## src/rtl/uart_rx.sv

```systemverilog
// uart_rx: oversampled UART receiver with optional parity, delivering words on a valid/ready handshake
//   clk        system clock
//   arst_n     asynchronous active-low reset
//   s_tick     one-cycle oversampling strobe (OS per bit)
//   rx         asynchronous serial input, idle high
//   rx_data    last received word (DBIT bits, LSB received first)
//   rx_valid   rx_data holds an unconsumed word
//   rx_ready   consumer accepts the word when rx_valid & rx_ready
//   frame_err  stop bit of the word in rx_data sampled low
//   parity_err parity mismatch for the word in rx_data
//   overrun    one-cycle pulse when an unconsumed word is overwritten
module uart_rx #(
  parameter int DBIT = 8,
  parameter bit PARITY_EN = 1'b0,
  parameter bit PARITY_ODD = 1'b0,
  parameter int OS = 16
) (
  input  logic            clk,
  input  logic            arst_n,
  input  logic            s_tick,
  input  logic            rx,
  output logic [DBIT-1:0] rx_data,
  output logic            rx_valid,
  input  logic            rx_ready,
  output logic            frame_err,
  output logic            parity_err,
  output logic            overrun
);
  localparam int SW = $clog2(OS);
  typedef enum logic [2:0] {IDLE, START, DATA, PARITY, STOP} state_t;
  state_t state;
  logic rx_meta, rxs, armed, done, perr, ferr;
  logic [SW-1:0] s;
  logic [2:0] n;
  logic [DBIT-1:0] sh;
  logic mid, last;
  assign mid = s_tick && s == SW'(OS/2-1);
  assign last = s_tick && s == SW'(OS-1);
  always_ff @(posedge clk or negedge arst_n)
    if (!arst_n) {rx_meta, rxs} <= 2'b11;
    else {rx_meta, rxs} <= {rx, rx_meta};
  // armed requires the line to be seen high before a start edge, so a held-low break is reported once
  always_ff @(posedge clk or negedge arst_n)
    if (!arst_n) begin
      state <= IDLE;
      s <= '0;
      n <= '0;
      sh <= '0;
      armed <= 1'b0;
      done <= 1'b0;
      perr <= 1'b0;
      ferr <= 1'b0;
    end else begin
      done <= 1'b0;
      case (state)
        IDLE:
          if (rxs) armed <= 1'b1;
          else if (armed) begin
            state <= START;
            s <= '0;
            armed <= 1'b0;
          end
        START:
          if (mid) begin
            state <= rxs ? IDLE : DATA;
            s <= '0;
            n <= '0;
          end else if (s_tick) s <= s + 1'b1;
        DATA:
          if (last) begin
            s <= '0;
            sh <= {rxs, sh[DBIT-1:1]};
            if (n == 3'(DBIT-1)) state <= PARITY_EN ? PARITY : STOP;
            else n <= n + 3'd1;
          end else if (s_tick) s <= s + 1'b1;
        PARITY:
          if (last) begin
            s <= '0;
            perr <= ^sh ^ rxs ^ PARITY_ODD;
            state <= STOP;
          end else if (s_tick) s <= s + 1'b1;
        STOP:
          if (last) begin
            s <= '0;
            ferr <= ~rxs;
            done <= 1'b1;
            armed <= 1'b0;
            state <= IDLE;
          end else if (s_tick) s <= s + 1'b1;
        default: state <= IDLE;
      endcase
    end
  // a commit wins over a same-cycle consume, so the new word stays valid
  always_ff @(posedge clk or negedge arst_n)
    if (!arst_n) begin
      rx_data <= '0;
      rx_valid <= 1'b0;
      frame_err <= 1'b0;
      parity_err <= 1'b0;
      overrun <= 1'b0;
    end else begin
      overrun <= done & rx_valid & ~rx_ready;
      if (done) begin
        rx_data <= sh;
        frame_err <= ferr;
        parity_err <= perr;
        rx_valid <= 1'b1;
      end else if (rx_ready) rx_valid <= 1'b0;
    end
endmodule

```

## config.mk

```make
export PLATFORM = sky130hd
export DESIGN_NAME = uart_rx
export DESIGN_NICKNAME = d
export VERILOG_FILES = /design/src/rtl/uart_rx.sv
export SDC_FILE = /design/constraint.sdc
export NUM_CORES = 1
export LEC_CHECK = 0
export BUFFER_PORTS_ARGS = -buffer_cell sky130_fd_sc_hd__buf_4
export CORE_MARGIN = 3
export CORE_UTILIZATION = 50
export CTS_CLUSTER_SIZE = 24
export DETAILED_ROUTE_END_ITERATION = 12
export HOLD_SLACK_MARGIN = 0.08
export PLACE_DENSITY = 0.69
export SLEW_MARGIN = 20
export SYNTH_ARGS = -nofsm -noshare
export SYNTH_HDL_FRONTEND = slang
export SYNTH_SLANG_ARGS = --single-unit
export TNS_END_PERCENT = 1
```

## constraint.sdc

```tcl
create_clock -name clk -period 4.15 [get_ports clk]
set_clock_uncertainty 0.1 [all_clocks]
set_input_delay 0.83 -clock clk [delete_from_list [all_inputs] [get_ports clk]]
set_output_delay 0.83 -clock clk [all_outputs]
set_load 0.1 [all_outputs]
```

After elaboration in Yosys (flattened, before gate mapping)
Index checks and enable logic that the tools add are counted.
{"block": "totals", "ff_bits": 36, "in_bits": 5, "out_inout_bits": 12}
{"block": "op_classes", "n_addsub": 2, "n_eq_ne": 15, "mux": 26, "bitwise": 5, "n_reduce_logical": 16}
{"cell": "3-bit 2-to-1 mux", "n": 10}
{"cell": "4-bit 2-to-1 mux", "n": 5}
{"cell": "2-bit inequality test (second input constant)", "n": 8}
{"cell": "3-bit case mux with 5 select lines", "n": 1}
{"cell": "4-bit case mux with 3 select lines", "n": 1}
{"cell": "2-bit AND reduction", "n": 4}
{"cell": "8-bit XOR reduction", "n": 1}
{"cell": "7-bit AND reduction", "n": 1}
{"cell": "3-bit by 2-bit equality test with 1-bit output (second input constant)", "n": 2}
{"cell": "3-bit equality test (second input constant)", "n": 2}
{"cell": "1-bit 2-to-1 mux", "n": 6}
{"cell": "3-bit case mux with 2 select lines", "n": 1}
{"cell": "2-bit nonzero test", "n": 3}
{"cell": "4-bit by 1-bit adder with 4-bit output (second input constant)", "n": 1}
{"cell": "4-bit by 3-bit equality test with 1-bit output (second input constant)", "n": 1}
{"cell": "4-bit equality test (second input constant)", "n": 1}
{"cell": "4-bit AND reduction", "n": 1}
{"cell": "3-bit by 1-bit adder with 3-bit output (second input constant)", "n": 1}
{"cell": "3-bit by 1-bit equality test with 1-bit output (second input constant)", "n": 1}
{"cell": "3-bit logical NOT", "n": 1}
{"cell": "3-bit AND reduction", "n": 1}
{"cell": "3-bit nonzero test", "n": 1}
{"cell": "3-bit OR reduction", "n": 1}
{"cell": "1-bit bitwise AND", "n": 2}
{"cell": "other kinds (5)", "n": 7}

Longest topological paths before layout
Gate-level depths: netlist of run 1.
{"block": "logic_depth", "ltp_word": 4, "ltp_mapped": 6, "mapped_depth_nobuf": 6}

Least setup slack after synthesis of run 1
No wires, ideal clock.
{"block": "synth_path", "path_kind": "in2reg", "from": "in s_tick", "to": "reg sh[0]", "t_arrival_ns": 1.727, "t_required_ns": 3.925, "path_slack_ns": 2.198, "cell_stages": 3, "path_buffers": 0, "cell_sequence": "nand4_1 > nor3_2 > mux2_2"}
{"block": "synth_between", "elab_chain_len": 2}
{"element": "from (decl)", "line": "20", "rtl": "input logic s_tick,"}
{"element": "1-bit logical AND", "line": "38", "rtl": "assign last = s_tick && s == SW'(OS-1);"}
{"element": "2-bit AND reduction (no source line)"}
{"element": "to (signal assigned)", "line": "72", "rtl": "sh <= {rxs, sh[DBIT-1:1]};"}
{"element": "to (decl)", "line": "35", "rtl": "logic [DBIT-1:0] sh;"}
Every way passes these cells.
A chain may end at the register's enable or synchronous reset.

Worst setup path after layout of run 1
{"block": "layout_path", "from": "reg s[0]", "to": "reg sh[7]"}
{"block": "layout_between", "elab_chain_len": 3}
{"element": "from (decl)", "line": "33", "rtl": "logic [SW-1:0] s;"}
{"element": "from (signal assigned)", "line": "68", "rtl": "end else if (s_tick) s <= s + 1'b1;"}
{"element": "from (signal assigned)", "line": "75", "rtl": "end else if (s_tick) s <= s + 1'b1;"}
{"element": "from (signal assigned)", "line": "81", "rtl": "end else if (s_tick) s <= s + 1'b1;"}
{"element": "4-bit equality test", "line": "38"}
{"element": "1-bit logical AND", "line": "38"}
{"element": "2-bit AND reduction (no source line)"}
Every way passes these cells.

==> flow_summary.html, run 1 <==
<table>
<tr><th>Metric</th><th>Value</th></tr>
<tr><th colspan="2">CTS</th></tr>
<tr><td>Post-CTS setup buffer count</td><td>0</td></tr>
<tr><td>Insertion delay to the later sink of the worst-skew pair</td><td>0.34 ns</td></tr>
<tr><td>TritonCTS buffer count</td><td>5</td></tr>
<tr><td>Number of sinks handled by clock tree synthesis</td><td>36</td></tr>
<tr><td>PostCTS Resize Cnt</td><td>0</td></tr>
<tr><td>CTS tree</td><td>built</td></tr>
<tr><td>Clk slew on worst S/H paths</td><td>0.12 ns</td></tr>
<tr><td>Buffer depth of the longest clock path</td><td>2</td></tr>
<tr><td># hold bufs at CTS</td><td>0</td></tr>
<tr><td>CTS H-tree depth</td><td>2</td></tr>
<tr><td>Cell chosen for the clock root</td><td>sky130_fd_sc_hd__clkbuf_4</td></tr>
<tr><th colspan="2">Global route</th></tr>
<tr><td>Pin count of the biggest net entering global routing</td><td>37</td></tr>
<tr><td>Initial antenna violation count</td><td>0</td></tr>
<tr><td>Wire length of the first global-routing pass</td><td>4885 um</td></tr>
<tr><td>Overall routing resource usage</td><td>15.25%</td></tr>
<tr><td>Vias in the first global route</td><td>1,089</td></tr>
<tr><td>GR Overflow Total</td><td>0</td></tr>
<tr><th colspan="2">Route</th></tr>
<tr><td>Number of design-rule violations left by the first detailed-router iteration</td><td>88</td></tr>
<tr><td>Avg Vias per Cell</td><td>5.589</td></tr>
<tr><td>Total Routed Length</td><td>2701 um</td></tr>
<tr><td>Vias</td><td>1,101</td></tr>
<tr><td>Routed wire per std cell</td><td>13.71 um</td></tr>
<tr><td>Total DRC errors in the routed layout</td><td>0</td></tr>
<tr><td>Number of iterations in the first detailed-routing pass</td><td>4</td></tr>
<tr><td>ANT nets after route</td><td>0</td></tr>
<tr><th colspan="2">Critical path</th></tr>
<tr><td>Required arrival time at the worst endpoint</td><td>4.26 ns</td></tr>
<tr><td>CP Data Arrival Time</td><td>2.35 ns</td></tr>
<tr><td>Maximum fanout along the worst path</td><td>11</td></tr>
<tr><td>Kind of start point of the critical path</td><td>flop</td></tr>
<tr><td>Capturing element type of the critical path</td><td>flop</td></tr>
<tr><td>Critical Setup Path Class</td><td>reg2reg</td></tr>
<tr><th colspan="2">Timing</th></tr>
<tr><td>Ratio of final minimum period to clock period</td><td>54.04%</td></tr>
<tr><td>Setup TNS</td><td>0 ns</td></tr>
<tr><td>Setup WS post-layout</td><td>1.907 ns</td></tr>
<tr><td>Number of failing setup endpoints in the final timing report</td><td>0</td></tr>
<tr><td>Worst-case hold slack</td><td>0.2620 ns</td></tr>
<tr><td>Unrepaired setup endpoints after global routing</td><td>no</td></tr>
<tr><td>Slew of the pin with the lowest slew margin</td><td>0.6287 ns</td></tr>
<tr><td>FMAX</td><td>445.9 MHz</td></tr>
<tr><td>Final critical delay including setup and external delays</td><td>2.243 ns</td></tr>
<tr><td>Hold Violations, Final</td><td>0</td></tr>
<tr><td>Slew margin rel.</td><td>57.74%</td></tr>
<tr><td>Number of pins with negative max-slew slack in the final report</td><td>0</td></tr>
<tr><th colspan="2">Placed design</th></tr>
<tr><td>Placed cell areas</td><td>0.001800 sq mm</td></tr>
<tr><td>Port Buf Inserts</td><td>16</td></tr>
<tr><td>Setup slack at placement</td><td>1.608 ns</td></tr>
<tr><td>Placer's final routability congestion estimate</td><td>0.8121</td></tr>
<tr><td>Half-perimeter wire length of the detailed placement result</td><td>1919 um</td></tr>
<tr><th colspan="2">Logic synthesis</th></tr>
<tr><td>Number of warnings printed during yosys synthesis</td><td>0</td></tr>
<tr><td>FFs w/ async S/R, synth</td><td>100.0%</td></tr>
<tr><td>Synth Instances</td><td>134</td></tr>
<tr><td>Number of synthesized register bits</td><td>36</td></tr>
<tr><td>Post-synthesis instance area</td><td>0.001650 sq mm</td></tr>
<tr><td>Number of synthesized flops with an enable pin</td><td>0</td></tr>
<tr><td>Unique masters post-synth</td><td>40</td></tr>
<tr><td>Syn nets</td><td>142</td></tr>
<tr><td>Leading register cell type out of synthesis</td><td>sky130_fd_sc_hd__dfrtp_1</td></tr>
<tr><td>Avg Synthesized Cell Area</td><td>12.32 sq um</td></tr>
<tr><td>Sequential element share of the synthesized area</td><td>54.74%</td></tr>
<tr><th colspan="2">Worst hold path</th></tr>
<tr><td>Hold crit path type</td><td>reg2reg</td></tr>
<tr><th colspan="2">Floorplanning</th></tr>
<tr><td>Die X-Extent</td><td>63.45 um</td></tr>
<tr><td>Starting Density</td><td>53.19%</td></tr>
<tr><td>Die height</td><td>63.45 um</td></tr>
<tr><td>CORE AREA</td><td>0.003103 sq mm</td></tr>
<tr><td>Row Count</td><td>20</td></tr>
<tr><td>Number of ports placed on the die boundary</td><td>17</td></tr>
<tr><td>Overall die area</td><td>0.004026 sq mm</td></tr>
<tr><th colspan="2">Finish</th></tr>
<tr><td>Fin nets</td><td>160</td></tr>
<tr><td>Ratio of cells with drive above 1 in the final layout</td><td>32.03%</td></tr>
<tr><td>Leading cell type in the layout, fill and taps excluded</td><td>sky130_fd_sc_hd__dfrtp_1</td></tr>
<tr><td>Fillers</td><td>276</td></tr>
<tr><td>Final Instance Area</td><td>0.001863 sq mm</td></tr>
<tr><td>Most used cells in the layout excluding fill and tap cells</td><td>sky130_fd_sc_hd__dfrtp_1 (34), sky130_fd_sc_hd__mux2_2 (18), sky130_fd_sc_hd__buf_4 (16)</td></tr>
<tr><td>FF+latch area</td><td>903.4 sq um</td></tr>
<tr><td>Inserted Diodes</td><td>0</td></tr>
<tr><td>Synth-to-Final Area Change</td><td>12.89%</td></tr>
<tr><td>Multi-input combinational cell area</td><td>699.4 sq um</td></tr>
<tr><th colspan="2">Pwr</th></tr>
<tr><td>PnR Total Power</td><td>0.7861 mW</td></tr>
<tr><td>Static leakage</td><td>0.9244 nW</td></tr>
<tr><td>Worst IR Drop VDD</td><td>206.9 uV</td></tr>
<tr><td>Power density normalized to cell area</td><td>421.9 mW/mm^2</td></tr>
<tr><th colspan="2">Run</th></tr>
<tr><td>Total of max-cap violations</td><td>0</td></tr>
<tr><th colspan="2">Run status</th></tr>
<tr><td>Outcome</td><td>completed</td></tr>
</table>
-- final timing paths --
kind | depth (start not counted) | from | slack, ns | endpoint
min in group asynchronous | 1 | arst_n | 0.32 | s[0]$_DFFE_PN0P_
max | 4 | s[0]$_DFFE_PN0P_ | 1.91 | sh[7]$_DFFE_PN0P_
max in group asynchronous | 1 | arst_n | 3.26 | rx_meta$_DFF_PN1_
min reg2reg | 0 | rx_meta$_DFF_PN1_ | 0.26 | rxs$_DFF_PN1_
min | 0 | rx_meta$_DFF_PN1_ | 0.26 | rxs$_DFF_PN1_
max reg2reg | 4 | s[0]$_DFFE_PN0P_ | 1.91 | sh[7]$_DFFE_PN0P_
-- area by class of cell --
class / instances / area share, %
clock buffers: 7 / 2.955
clock inverters: 1 / 0.4030
inverters: 6 / 1.209
multi-input cells: 87 / 37.54
flip-flops and latches: 36 / 48.49
well taps: 44 / 2.955
repair buffers: 16 / 6.447
-- layer usage --
layer / global-route usage (%) / part of all wire, % / vias to the layer above / wire length [um]
li1: - / - / 519 / -
met2: 23.21 / 47 / 23 / 1282
met4: 5.660 / 1.3 / 0 / 35
met1: 20.14 / 47 / 554 / 1261
met3: 5.169 / 4.5 / 5 / 122
met5: 0 / 0 / - / 0
-- power breakdown --
| part | internal (mW) | leakage (nW) | switching [mW] |
|---|---|---|---|
| logic | 0.0711 | 0.413 | 0.0868 |
| clock network | 0.0830 | 0.0315 | 0.111 |
| registers | 0.389 | 0.479 | 0.0452 |
| total | 0.543 | 0.924 | 0.243 |
-- synth_stat cells (2+ instances only) --
cell type / count / area, sq um
sky130_fd_sc_hd__and3_1: 2 / 12.51
sky130_fd_sc_hd__xor2_1: 2 / 17.52
sky130_fd_sc_hd__a22oi_1: 4 / 30.03
sky130_fd_sc_hd__o41ai_1: 2 / 17.52
sky130_fd_sc_hd__inv_1: 5 / 18.77
sky130_fd_sc_hd__dfstp_2: 2 / 52.55
sky130_fd_sc_hd__or4_1: 2 / 15.01
sky130_fd_sc_hd__mux2_2: 18 / 202.7
sky130_fd_sc_hd__nand2_1: 7 / 26.28
sky130_fd_sc_hd__nor2b_1: 2 / 12.51
sky130_fd_sc_hd__o21ai_0: 5 / 25.02
sky130_fd_sc_hd__or3_1: 2 / 12.51
sky130_fd_sc_hd__ha_1: 3 / 37.54
sky130_fd_sc_hd__nor2_1: 6 / 22.52
sky130_fd_sc_hd__buf_2: 2 / 10.01
sky130_fd_sc_hd__mux2i_1: 3 / 30.03
sky130_fd_sc_hd__o31ai_1: 5 / 37.54
sky130_fd_sc_hd__nand3_1: 4 / 20.02
sky130_fd_sc_hd__dfrtp_1: 34 / 850.8
sky130_fd_sc_hd__xnor2_1: 4 / 35.03
-- logic make-up after synthesis --
kind of cell / count (synthesis) / share of synthesized area (%)
flip-flops: 36 / 54.74
multiplexers: 22 / 15.01
AND/OR/NAND/NOR: 33 / 11.15
buffers and inverters: 11 / 2.881
adder cells (fa/ha/maj): 3 / 2.275
XOR/XNOR: 7 / 4.549
AO/OA/AOI/OAI: 22 / 9.401
-- metrics by stage --
step / instances / utilization [%]
finish: 197 / 60.04
global route: 197 / 60.04
CTS: 197 / 60.04
detailed placement: 189 / 58.02
global placement: 189 / 58.02
floorplan: 134 / -
-- flip-flops by register name (all words and copies together), names as in the netlist --
name	flops
rx_data	8
sh	8
s	4
n	3
state	3
armed	1
done	1
ferr	1
frame_err	1
overrun	1
parity_err	1
perr	1
rx_meta	1
rx_valid	1
rxs	1
-- critical path, cell delays in order (launching register included) --
cell and delay (ns):
sky130_fd_sc_hd__dfrtp_1 0.41, sky130_fd_sc_hd__ha_1 0.20, sky130_fd_sc_hd__nand4_1 0.37, sky130_fd_sc_hd__nor3_2 0.64, sky130_fd_sc_hd__mux2_2 0.40
Note: power is estimated with default switching activity, not from simulation.
==> run 2, diff against run 1 <==
ABC_AREA = 1   (was not set)
PLACE_DENSITY = 0.72   (was 0.69)
clock period = 1.8 ns   (was 4.15 ns; I/O delays follow)
==> flow_summary.html, run 2 <==
<table>
<tr><th>Metric</th><th>Value</th></tr>
<tr><th colspan="2">Placed design</th></tr>
<tr><td>Placer's final routability congestion estimate</td><td>0.8078</td></tr>
<tr><td>Half-perimeter wire length of the detailed placement result</td><td>2177 um</td></tr>
<tr><td>Placed cell areas</td><td>0.001912 sq mm</td></tr>
<tr><td>Setup slack at placement</td><td>0.2410 ns</td></tr>
<tr><td>Port Buf Inserts</td><td>16</td></tr>
<tr><th colspan="2">Timing</th></tr>
<tr><td>Setup TNS</td><td>0 ns</td></tr>
<tr><td>Slew of the pin with the lowest slew margin</td><td>0.4898 ns</td></tr>
<tr><td>Number of pins with negative max-slew slack in the final report</td><td>0</td></tr>
<tr><td>Unrepaired setup endpoints after global routing</td><td>no</td></tr>
<tr><td>Worst-case hold slack</td><td>0.2412 ns</td></tr>
<tr><td>Slew margin rel.</td><td>67.31%</td></tr>
<tr><td>Ratio of final minimum period to clock period</td><td>86.16%</td></tr>
<tr><td>Number of failing setup endpoints in the final timing report</td><td>0</td></tr>
<tr><td>FMAX</td><td>644.8 MHz</td></tr>
<tr><td>Setup WS post-layout</td><td>0.2491 ns</td></tr>
<tr><td>Final critical delay including setup and external delays</td><td>1.551 ns</td></tr>
<tr><td>Hold Violations, Final</td><td>0</td></tr>
<tr><th colspan="2">Pwr</th></tr>
<tr><td>Worst IR Drop VDD</td><td>788.6 uV</td></tr>
<tr><td>Switching share of power</td><td>36.35%</td></tr>
<tr><td>Combinational power share</td><td>30.4%</td></tr>
<tr><td>Part of the power in registers</td><td>49.5%</td></tr>
<tr><td>Power Internal</td><td>1.240 mW</td></tr>
<tr><td>Switching power</td><td>0.7082 mW</td></tr>
<tr><td>Power density normalized to cell area</td><td>980.0 mW/mm^2</td></tr>
<tr><td>Static leakage</td><td>1.022 nW</td></tr>
<tr><td>PnR Total Power</td><td>1.948 mW</td></tr>
<tr><td>Clock group share of total power</td><td>20.0%</td></tr>
<tr><th colspan="2">Finish</th></tr>
<tr><td>Leading cell type in the layout, fill and taps excluded</td><td>sky130_fd_sc_hd__nand2_1</td></tr>
<tr><td>Largest registers ranked by flip-flop count</td><td>rx_data (8), sh (8), s (4)</td></tr>
<tr><td>Fin nets</td><td>249</td></tr>
<tr><td>Most used cells in the layout excluding fill and tap cells</td><td>sky130_fd_sc_hd__nand2_1 (81), sky130_fd_sc_hd__dfrtp_1 (34), sky130_fd_sc_hd__inv_1 (25)</td></tr>
<tr><td>Ratio of cells with drive above 1 in the final layout</td><td>18.26%</td></tr>
<tr><td>Final Instance Area</td><td>0.001988 sq mm</td></tr>
<tr><td>Synth-to-Final Area Change</td><td>13.66%</td></tr>
<tr><td>Inserted Diodes</td><td>0</td></tr>
<tr><th colspan="2">Global route</th></tr>
<tr><td>Pin count of the biggest net entering global routing</td><td>37</td></tr>
<tr><td>GR Overflow Total</td><td>0</td></tr>
<tr><td>Wire length of the first global-routing pass</td><td>5685 um</td></tr>
<tr><td>Vias in the first global route</td><td>1,342</td></tr>
<tr><td>Overall routing resource usage</td><td>17.59%</td></tr>
<tr><td>Initial antenna violation count</td><td>0</td></tr>
<tr><th colspan="2">Logic synthesis</th></tr>
<tr><td>Number of warnings printed during yosys synthesis</td><td>0</td></tr>
<tr><td>Number of synthesized register bits</td><td>36</td></tr>
<tr><td>Combinational family with the most area after synthesis</td><td>simple AND/OR/NAND/NOR gates</td></tr>
<tr><td>Sequential element share of the synthesized area</td><td>51.65%</td></tr>
<tr><td>Synth Instances</td><td>218</td></tr>
<tr><td>Cell type contributing the most total cell area after synthesis</td><td>sky130_fd_sc_hd__dfrtp_1</td></tr>
<tr><td>Adder-cell share of the synthesized area</td><td>2.146%</td></tr>
<tr><td>Largest cells by area after synthesis</td><td>sky130_fd_sc_hd__dfrtp_1 (49%), sky130_fd_sc_hd__nand2_1 (17%), sky130_fd_sc_hd__o21ai_0 (5.7%), sky130_fd_sc_hd__inv_1 (5.4%), sky130_fd_sc_hd__nand3_1 (3.1%)</td></tr>
<tr><td>Post-synthesis instance area</td><td>0.001749 sq mm</td></tr>
<tr><td>Compound-Gate Fraction of Synth Area</td><td>9.800%</td></tr>
<tr><td>Post-synthesis simple-gate area fraction</td><td>28.90%</td></tr>
<tr><td>Leading register cell type out of synthesis</td><td>sky130_fd_sc_hd__dfrtp_1</td></tr>
<tr><td>Number of synthesized flops with an enable pin</td><td>0</td></tr>
<tr><td>Proportion of synthesized area in mux cells</td><td>0%</td></tr>
<tr><td>Avg Synthesized Cell Area</td><td>8.024 sq um</td></tr>
<tr><td>Commonest cells in the synthesized netlist</td><td>sky130_fd_sc_hd__nand2_1 (81), sky130_fd_sc_hd__dfrtp_1 (34), sky130_fd_sc_hd__inv_1 (25)</td></tr>
<tr><td>Unique masters post-synth</td><td>27</td></tr>
<tr><td>Share of the synthesized area in the top cell type</td><td>48.64%</td></tr>
<tr><td>Share of the synthesized netlist area taken by xor and xnor gates</td><td>0.5007%</td></tr>
<tr><td>FFs w/ async S/R, synth</td><td>100.0%</td></tr>
<tr><td>Syn nets</td><td>226</td></tr>
<tr><td>Most frequent cell after synthesis</td><td>sky130_fd_sc_hd__nand2_1</td></tr>
<tr><th colspan="2">Route</th></tr>
<tr><td>Total Routed Length</td><td>2947 um</td></tr>
<tr><td>Avg Vias per Cell</td><td>4.712</td></tr>
<tr><td>Total DRC errors in the routed layout</td><td>0</td></tr>
<tr><td>ANT nets after route</td><td>0</td></tr>
<tr><td>Number of iterations in the first detailed-routing pass</td><td>4</td></tr>
<tr><td>Number of design-rule violations left by the first detailed-router iteration</td><td>78</td></tr>
<tr><td>Routed wire per std cell</td><td>10.34 um</td></tr>
<tr><td>Vias</td><td>1,343</td></tr>
<tr><th colspan="2">CTS</th></tr>
<tr><td>CTS tree</td><td>built</td></tr>
<tr><td>Insertion delay to the later sink of the worst-skew pair</td><td>0.33 ns</td></tr>
<tr><td>TritonCTS buffer count</td><td>5</td></tr>
<tr><td>Cell chosen for the clock root</td><td>sky130_fd_sc_hd__clkbuf_4</td></tr>
<tr><td>Buffer depth of the longest clock path</td><td>2</td></tr>
<tr><td>Clk slew on worst S/H paths</td><td>0.10 ns</td></tr>
<tr><td>Post-CTS setup buffer count</td><td>0</td></tr>
<tr><td>CTS H-tree depth</td><td>2</td></tr>
<tr><td>Number of sinks handled by clock tree synthesis</td><td>36</td></tr>
<tr><th colspan="2">Critical path</th></tr>
<tr><td>Endpoint of the worst-slack reg-to-reg timing path</td><td>state[0]$_DFFE_PN0P_</td></tr>
<tr><td>Setup slack of the most critical reg-to-reg path</td><td>0.25 ns</td></tr>
<tr><td>Reg2reg start</td><td>s[1]$_DFFE_PN0P_</td></tr>
<tr><td>Number of buffer and inverter stages on the critical path</td><td>2</td></tr>
<tr><td>Count of cells along the worst register-to-register path</td><td>10</td></tr>
<tr><td>Critical Setup Path Class</td><td>reg2reg</td></tr>
<tr><td>Critical path cell sequence</td><td>ha_1, nand3_2, nor2_2, inv_2, nand2_1, nand2_1, clkinv_2, nand2_1, nand2_1, nand2_1</td></tr>
<tr><td>Top delay family on crit path</td><td>simple AND/OR/NAND/NOR gates</td></tr>
<tr><td>Critical Path Max Stage Delay</td><td>0.38 ns</td></tr>
<tr><td>Critical-path cell with the highest stage delay</td><td>sky130_fd_sc_hd__dfrtp_1</td></tr>
<tr><td>Required arrival time at the worst endpoint</td><td>1.93 ns</td></tr>
<tr><td>Capturing element type of the critical path</td><td>flop</td></tr>
<tr><td>CP Data Arrival Time</td><td>1.68 ns</td></tr>
<tr><td>Maximum fanout along the worst path</td><td>6</td></tr>
<tr><td>Most frequent cell on the critical path</td><td>sky130_fd_sc_hd__nand2_1</td></tr>
<tr><td>Kind of start point of the critical path</td><td>flop</td></tr>
<tr><th colspan="2">Run</th></tr>
<tr><td>Total of max-cap violations</td><td>0</td></tr>
<tr><th colspan="2">Floorplanning</th></tr>
<tr><td>Starting Density</td><td>54.61%</td></tr>
<tr><td>Die height</td><td>65.15 um</td></tr>
<tr><td>Number of ports placed on the die boundary</td><td>17</td></tr>
<tr><td>CORE AREA</td><td>0.003203 sq mm</td></tr>
<tr><td>Row Count</td><td>20</td></tr>
<tr><td>Die X-Extent</td><td>65.15 um</td></tr>
<tr><td>Overall die area</td><td>0.004244 sq mm</td></tr>
<tr><th colspan="2">Worst hold path</th></tr>
<tr><td>Start point of the worst min-delay path</td><td>s_tick</td></tr>
<tr><td>Hold Path Sink</td><td>s[2]$_DFFE_PN0P_</td></tr>
<tr><td>Hold crit path type</td><td>in2reg</td></tr>
<tr><td>Worst hold path depth</td><td>4</td></tr>
<tr><th colspan="2">Run status</th></tr>
<tr><td>Outcome</td><td>completed</td></tr>
</table>
==> run 2: cell types whose count changed after synthesis, sizes merged, moves of 3 or more <==
cell	previous run	this run
mux2i	3	0
buf	4	1
mux2	19	0
nand2	7	85
nor2	7	14
o31ai	5	1
inv	6	28
a22oi	4	0
o21ai	6	26
nand3	4	13
xnor2	4	1
==> run 2: layer usage <==
layer / vias up / track usage, % / part of all wire, %
met5: - / 0 / 0
met4: 0 / 7.772 / 2.0
met3: 4 / 5.128 / 3.6
met2: 18 / 30.40 / 46
met1: 591 / 20.20 / 48
li1: 730 / - / -
==> run 2: area by class of cell <==
type,count,area [sq um]
inverter,29,110.1
multi-input combinational,150,723.2
fill,302,1215
tap,44,55.05
timing repair buffer,19,150.1
clock buffer,6,41.29
clock inverter,1,5.005
sequential,36,903.4
==> run 2: worst min-delay path: cells and delay by family <==
kind | cells | cell delay, ns
buffers and inverters | 1 | 0.11
AO/OA/AOI/OAI | 1 | 0.06
AND/OR/NAND/NOR | 2 | 0.11
==> run 2: cell families after synthesis <==
family | Yosys count
fa+ha+maj | 3
simple gates | 116
buf+inv | 32
compound gates | 30
xor+xnor | 1
flops | 36
==> run 2: worst max-delay path by stage <==
| stage | to | start | slack, ns | cells past startpoint |
|---|---|---|---|---|
| 3_5_place_dp | perr$_DFFE_PN0P_ | s[1]$_DFFE_PN0P_ | 0.24 | 8 |
| 6_report | state[0]$_DFFE_PN0P_ | s[1]$_DFFE_PN0P_ | 0.25 | 10 |
| 3_3_place_gp | state[0]$_DFFE_PN0P_ | s[1]$_DFFE_PN0P_ | 0.28 | 8 |
| 5_1_grt | state[0]$_DFFE_PN0P_ | s[1]$_DFFE_PN0P_ | 0.04 | 8 |
| 2_1_floorplan | n[0]$_DFFE_PN0P_ | s[0]$_DFFE_PN0P_ | 0.38 | 10 |
| 4_1_cts | perr$_DFFE_PN0P_ | s[1]$_DFFE_PN0P_ | 0.22 | 8 |
==> run 2: power by group through the flow <==
stage | Combinational, mW | Clock (mW) | Sequential (mW)
detailed placement | 0.594 | 0 | 0.980
finish | 0.593 | 0.390 | 0.965
CTS | 0.601 | 0.410 | 0.965
global placement | 0.597 | 0 | 0.975
global route | 0.711 | 0.446 | 0.977
floorplan | 0.477 | 0 | 0.979
==> run 2: stage by stage <==
step,instances,util [%]
6_report,285,62.07
5_1_grt,285,62.07
4_1_cts,285,62.07
3_5_place_dp,275,59.69
3_3_place_gp,275,59.69
2_1_floorplan,218,-
==> run 2: repair_timing <==
item / in CTS / in global routing
hold buffers: 3 / 0
endpoints found under the hold margin: 36 / 0
gates resized for setup: 0 / 0
==> run 3, diff against run 2 <==
CELL_PAD_IN_SITES_DETAIL_PLACEMENT = 0   (was not set)
CELL_PAD_IN_SITES_GLOBAL_PLACEMENT = 1   (was not set)
CORE_UTILIZATION = 39   (was 50)
PLACE_DENSITY = not set   (was 0.72)
PLACE_DENSITY_LB_ADDON = 0.1   (was not set)
==> flow_summary.html, run 3 (synthesis results as in run 2) <==
<table>
<tr><th>Metric</th><th>Value</th></tr>
<tr><th colspan="2">Route</th></tr>
<tr><td>Vias</td><td>1,389</td></tr>
<tr><td>Number of design-rule violations left by the first detailed-router iteration</td><td>48</td></tr>
<tr><td>Routed wire per std cell</td><td>10.73 um</td></tr>
<tr><td>Avg Vias per Cell</td><td>4.773</td></tr>
<tr><td>Total Routed Length</td><td>3123 um</td></tr>
<tr><td>Number of iterations in the first detailed-routing pass</td><td>4</td></tr>
<tr><td>Total DRC errors in the routed layout</td><td>0</td></tr>
<tr><td>ANT nets after route</td><td>0</td></tr>
<tr><th colspan="2">Finish</th></tr>
<tr><td>Fin nets</td><td>248</td></tr>
<tr><td>Ratio of cells with drive above 1 in the final layout</td><td>19.09%</td></tr>
<tr><td>Leading cell type in the layout, fill and taps excluded</td><td>sky130_fd_sc_hd__nand2_1</td></tr>
<tr><td>Fillers</td><td>414</td></tr>
<tr><td>Most used cells in the layout excluding fill and tap cells</td><td>sky130_fd_sc_hd__nand2_1 (81), sky130_fd_sc_hd__dfrtp_1 (34), sky130_fd_sc_hd__inv_1 (25)</td></tr>
<tr><td>Multi-input combinational cell area</td><td>723.2 sq um</td></tr>
<tr><td>Synth-to-Final Area Change</td><td>16.17%</td></tr>
<tr><td>FF+latch area</td><td>903.4 sq um</td></tr>
<tr><td>Inserted Diodes</td><td>0</td></tr>
<tr><td>Largest registers ranked by flip-flop count</td><td>rx_data (8), sh (8), s (4)</td></tr>
<tr><th colspan="2">Critical path</th></tr>
<tr><td>Top delay family on crit path</td><td>simple AND/OR/NAND/NOR gates</td></tr>
<tr><td>Maximum fanout along the worst path</td><td>6</td></tr>
<tr><td>Capturing element type of the critical path</td><td>flop</td></tr>
<tr><td>Critical path cell sequence</td><td>ha_1, nand3_2, nor2_2, inv_2, nand2_1, nand2_1, clkinv_2, nand2_4, nand2_1, o21ai_2</td></tr>
<tr><td>Critical Path Max Stage Delay</td><td>0.37 ns</td></tr>
<tr><td>Required arrival time at the worst endpoint</td><td>1.88 ns</td></tr>
<tr><td>Critical-path cell with the highest stage delay</td><td>sky130_fd_sc_hd__dfrtp_1</td></tr>
<tr><td>Kind of start point of the critical path</td><td>flop</td></tr>
<tr><td>CP Data Arrival Time</td><td>1.62 ns</td></tr>
<tr><td>Critical Setup Path Class</td><td>reg2reg</td></tr>
<tr><td>Number of buffer and inverter stages on the critical path</td><td>2</td></tr>
<tr><td>Most frequent cell on the critical path</td><td>sky130_fd_sc_hd__nand2_1</td></tr>
<tr><th colspan="2">Pwr</th></tr>
<tr><td>Clock group share of total power</td><td>27.8%</td></tr>
<tr><td>Switching power</td><td>0.7654 mW</td></tr>
<tr><td>Worst IR Drop VDD</td><td>525.5 uV</td></tr>
<tr><td>Power density normalized to cell area</td><td>1066 mW/mm^2</td></tr>
<tr><td>Part of the power in registers</td><td>44.5%</td></tr>
<tr><td>Static leakage</td><td>1.040 nW</td></tr>
<tr><td>Combinational power share</td><td>27.7%</td></tr>
<tr><td>Switching share of power</td><td>35.32%</td></tr>
<tr><td>Power Internal</td><td>1.401 mW</td></tr>
<tr><td>PnR Total Power</td><td>2.167 mW</td></tr>
<tr><th colspan="2">Global route</th></tr>
<tr><td>Vias in the first global route</td><td>1,314</td></tr>
<tr><td>GR Overflow Total</td><td>0</td></tr>
<tr><td>Wire length of the first global-routing pass</td><td>5575 um</td></tr>
<tr><td>Initial antenna violation count</td><td>0</td></tr>
<tr><td>Pin count of the biggest net entering global routing</td><td>37</td></tr>
<tr><td>Overall routing resource usage</td><td>13.65%</td></tr>
<tr><th colspan="2">Timing</th></tr>
<tr><td>Ratio of final minimum period to clock period</td><td>85.58%</td></tr>
<tr><td>Slew margin rel.</td><td>66.36%</td></tr>
<tr><td>Final critical delay including setup and external delays</td><td>1.540 ns</td></tr>
<tr><td>Unrepaired setup endpoints after global routing</td><td>no</td></tr>
<tr><td>Slew of the pin with the lowest slew margin</td><td>0.5041 ns</td></tr>
<tr><td>Setup TNS</td><td>0 ns</td></tr>
<tr><td>Hold Violations, Final</td><td>0</td></tr>
<tr><td>Number of pins with negative max-slew slack in the final report</td><td>0</td></tr>
<tr><td>FMAX</td><td>649.2 MHz</td></tr>
<tr><td>Number of failing setup endpoints in the final timing report</td><td>0</td></tr>
<tr><th colspan="2">Placed design</th></tr>
<tr><td>Port Buf Inserts</td><td>16</td></tr>
<tr><td>Half-perimeter wire length of the detailed placement result</td><td>2296 um</td></tr>
<tr><td>Placer's final routability congestion estimate</td><td>0.7497</td></tr>
<tr><th colspan="2">CTS</th></tr>
<tr><td>Buffer depth of the longest clock path</td><td>2</td></tr>
<tr><td>Insertion delay to the later sink of the worst-skew pair</td><td>0.29 ns</td></tr>
<tr><td>TritonCTS buffer count</td><td>5</td></tr>
<tr><td>Number of sinks handled by clock tree synthesis</td><td>36</td></tr>
<tr><td>CTS H-tree depth</td><td>2</td></tr>
<tr><td>Clk slew on worst S/H paths</td><td>0.07 ns</td></tr>
<tr><td>Cell chosen for the clock root</td><td>sky130_fd_sc_hd__clkbuf_8</td></tr>
<tr><td>CTS tree</td><td>built</td></tr>
<tr><td>Post-CTS setup buffer count</td><td>0</td></tr>
<tr><td>PostCTS Resize Cnt</td><td>0</td></tr>
<tr><th colspan="2">Floorplanning</th></tr>
<tr><td>Starting Density</td><td>41.92%</td></tr>
<tr><td>Die X-Extent</td><td>72.97 um</td></tr>
<tr><td>CORE AREA</td><td>0.004173 sq mm</td></tr>
<tr><td>Overall die area</td><td>0.005325 sq mm</td></tr>
<tr><td>Number of ports placed on the die boundary</td><td>17</td></tr>
<tr><td>Row Count</td><td>23</td></tr>
<tr><td>Die height</td><td>72.97 um</td></tr>
<tr><th colspan="2">Run status</th></tr>
<tr><td>Outcome</td><td>completed</td></tr>
<tr><th colspan="2">Run</th></tr>
<tr><td>Total of max-cap violations</td><td>0</td></tr>
<tr><th colspan="2">Worst hold path</th></tr>
<tr><td>Hold crit path type</td><td>in2reg</td></tr>
</table>
[run 3: path summary, 6_finish.rpt]
path                                   start                endpoint  slack [ns]  depth (start not counted)
setup / recovery            s[0]$_DFFE_PN0P_        n[0]$_DFFE_PN0P_        0.26                         10
hold / removal                      rx_ready       overrun$_DFF_PN0_        0.13                          2
setup reg to reg            s[0]$_DFFE_PN0P_        n[0]$_DFFE_PN0P_        0.26                         10
hold reg to reg            rx_meta$_DFF_PN1_           rxs$_DFF_PN1_        0.26                          0
max in group asynchronous             arst_n       rx_meta$_DFF_PN1_        0.80                          2
min in group asynchronous             arst_n  rx_data[4]$_DFFE_PN0P_        0.46                          2
[run 3: timing repair]
item                                    4_1_cts  5_1_grt
endpoints found under the hold margin        35        0
hold buffers                                  2        0
endpoints found under the setup margin        0        0
[run 3: power groups by stage]
stage | Clock [mW] | Sequential (mW) | Combinational [mW]
final | 0.602 | 0.964 | 0.600
after global routing | 0.650 | 0.978 | 0.697
after CTS | 0.622 | 0.964 | 0.611
after detailed placement | 0 | 0.977 | 0.609
after global placement | 0 | 0.975 | 0.600
after floorplan | 0 | 0.979 | 0.477
[run 3: area by class of cell]
class	count	share of cell area, %
clock buffer	6	4.064
clock inverter	2	0.4926
inverter	29	5.419
multi-input combinational	150	35.59
sequential	36	44.46
tap	50	3.079
timing repair buffer	18	6.897
[run 3: layer usage]
metal  track usage [%]  share of wire [%]  up-vias
li1                  -                  -      722
met1             17.26                 46      633
met2             21.34                 48       26
met3             4.270                3.8        8
met4             6.148                2.3        0
met5                 0                  0        -
[run 3: through the flow]
| step | worst slack, ns | hold WS, ns | cells | instance area, sq um | utilization (%) |
|---|---|---|---|---|---|
| 2_1_floorplan | 0.3799 | -0.03559 | 218 | 1749 | - |
| 3_3_place_gp | 0.2856 | 0.2392 | 281 | 1919 | 46.00 |
| 3_5_place_dp | 0.2456 | 0.2422 | 281 | 1919 | 46.00 |
| 4_1_cts | 0.2473 | 0.1173 | 291 | 2032 | 48.70 |
| 5_1_grt | 0.09761 | 0.1260 | 291 | 2032 | 48.70 |
| 6_report | 0.2596 | 0.1285 | 291 | 2032 | 48.70 |
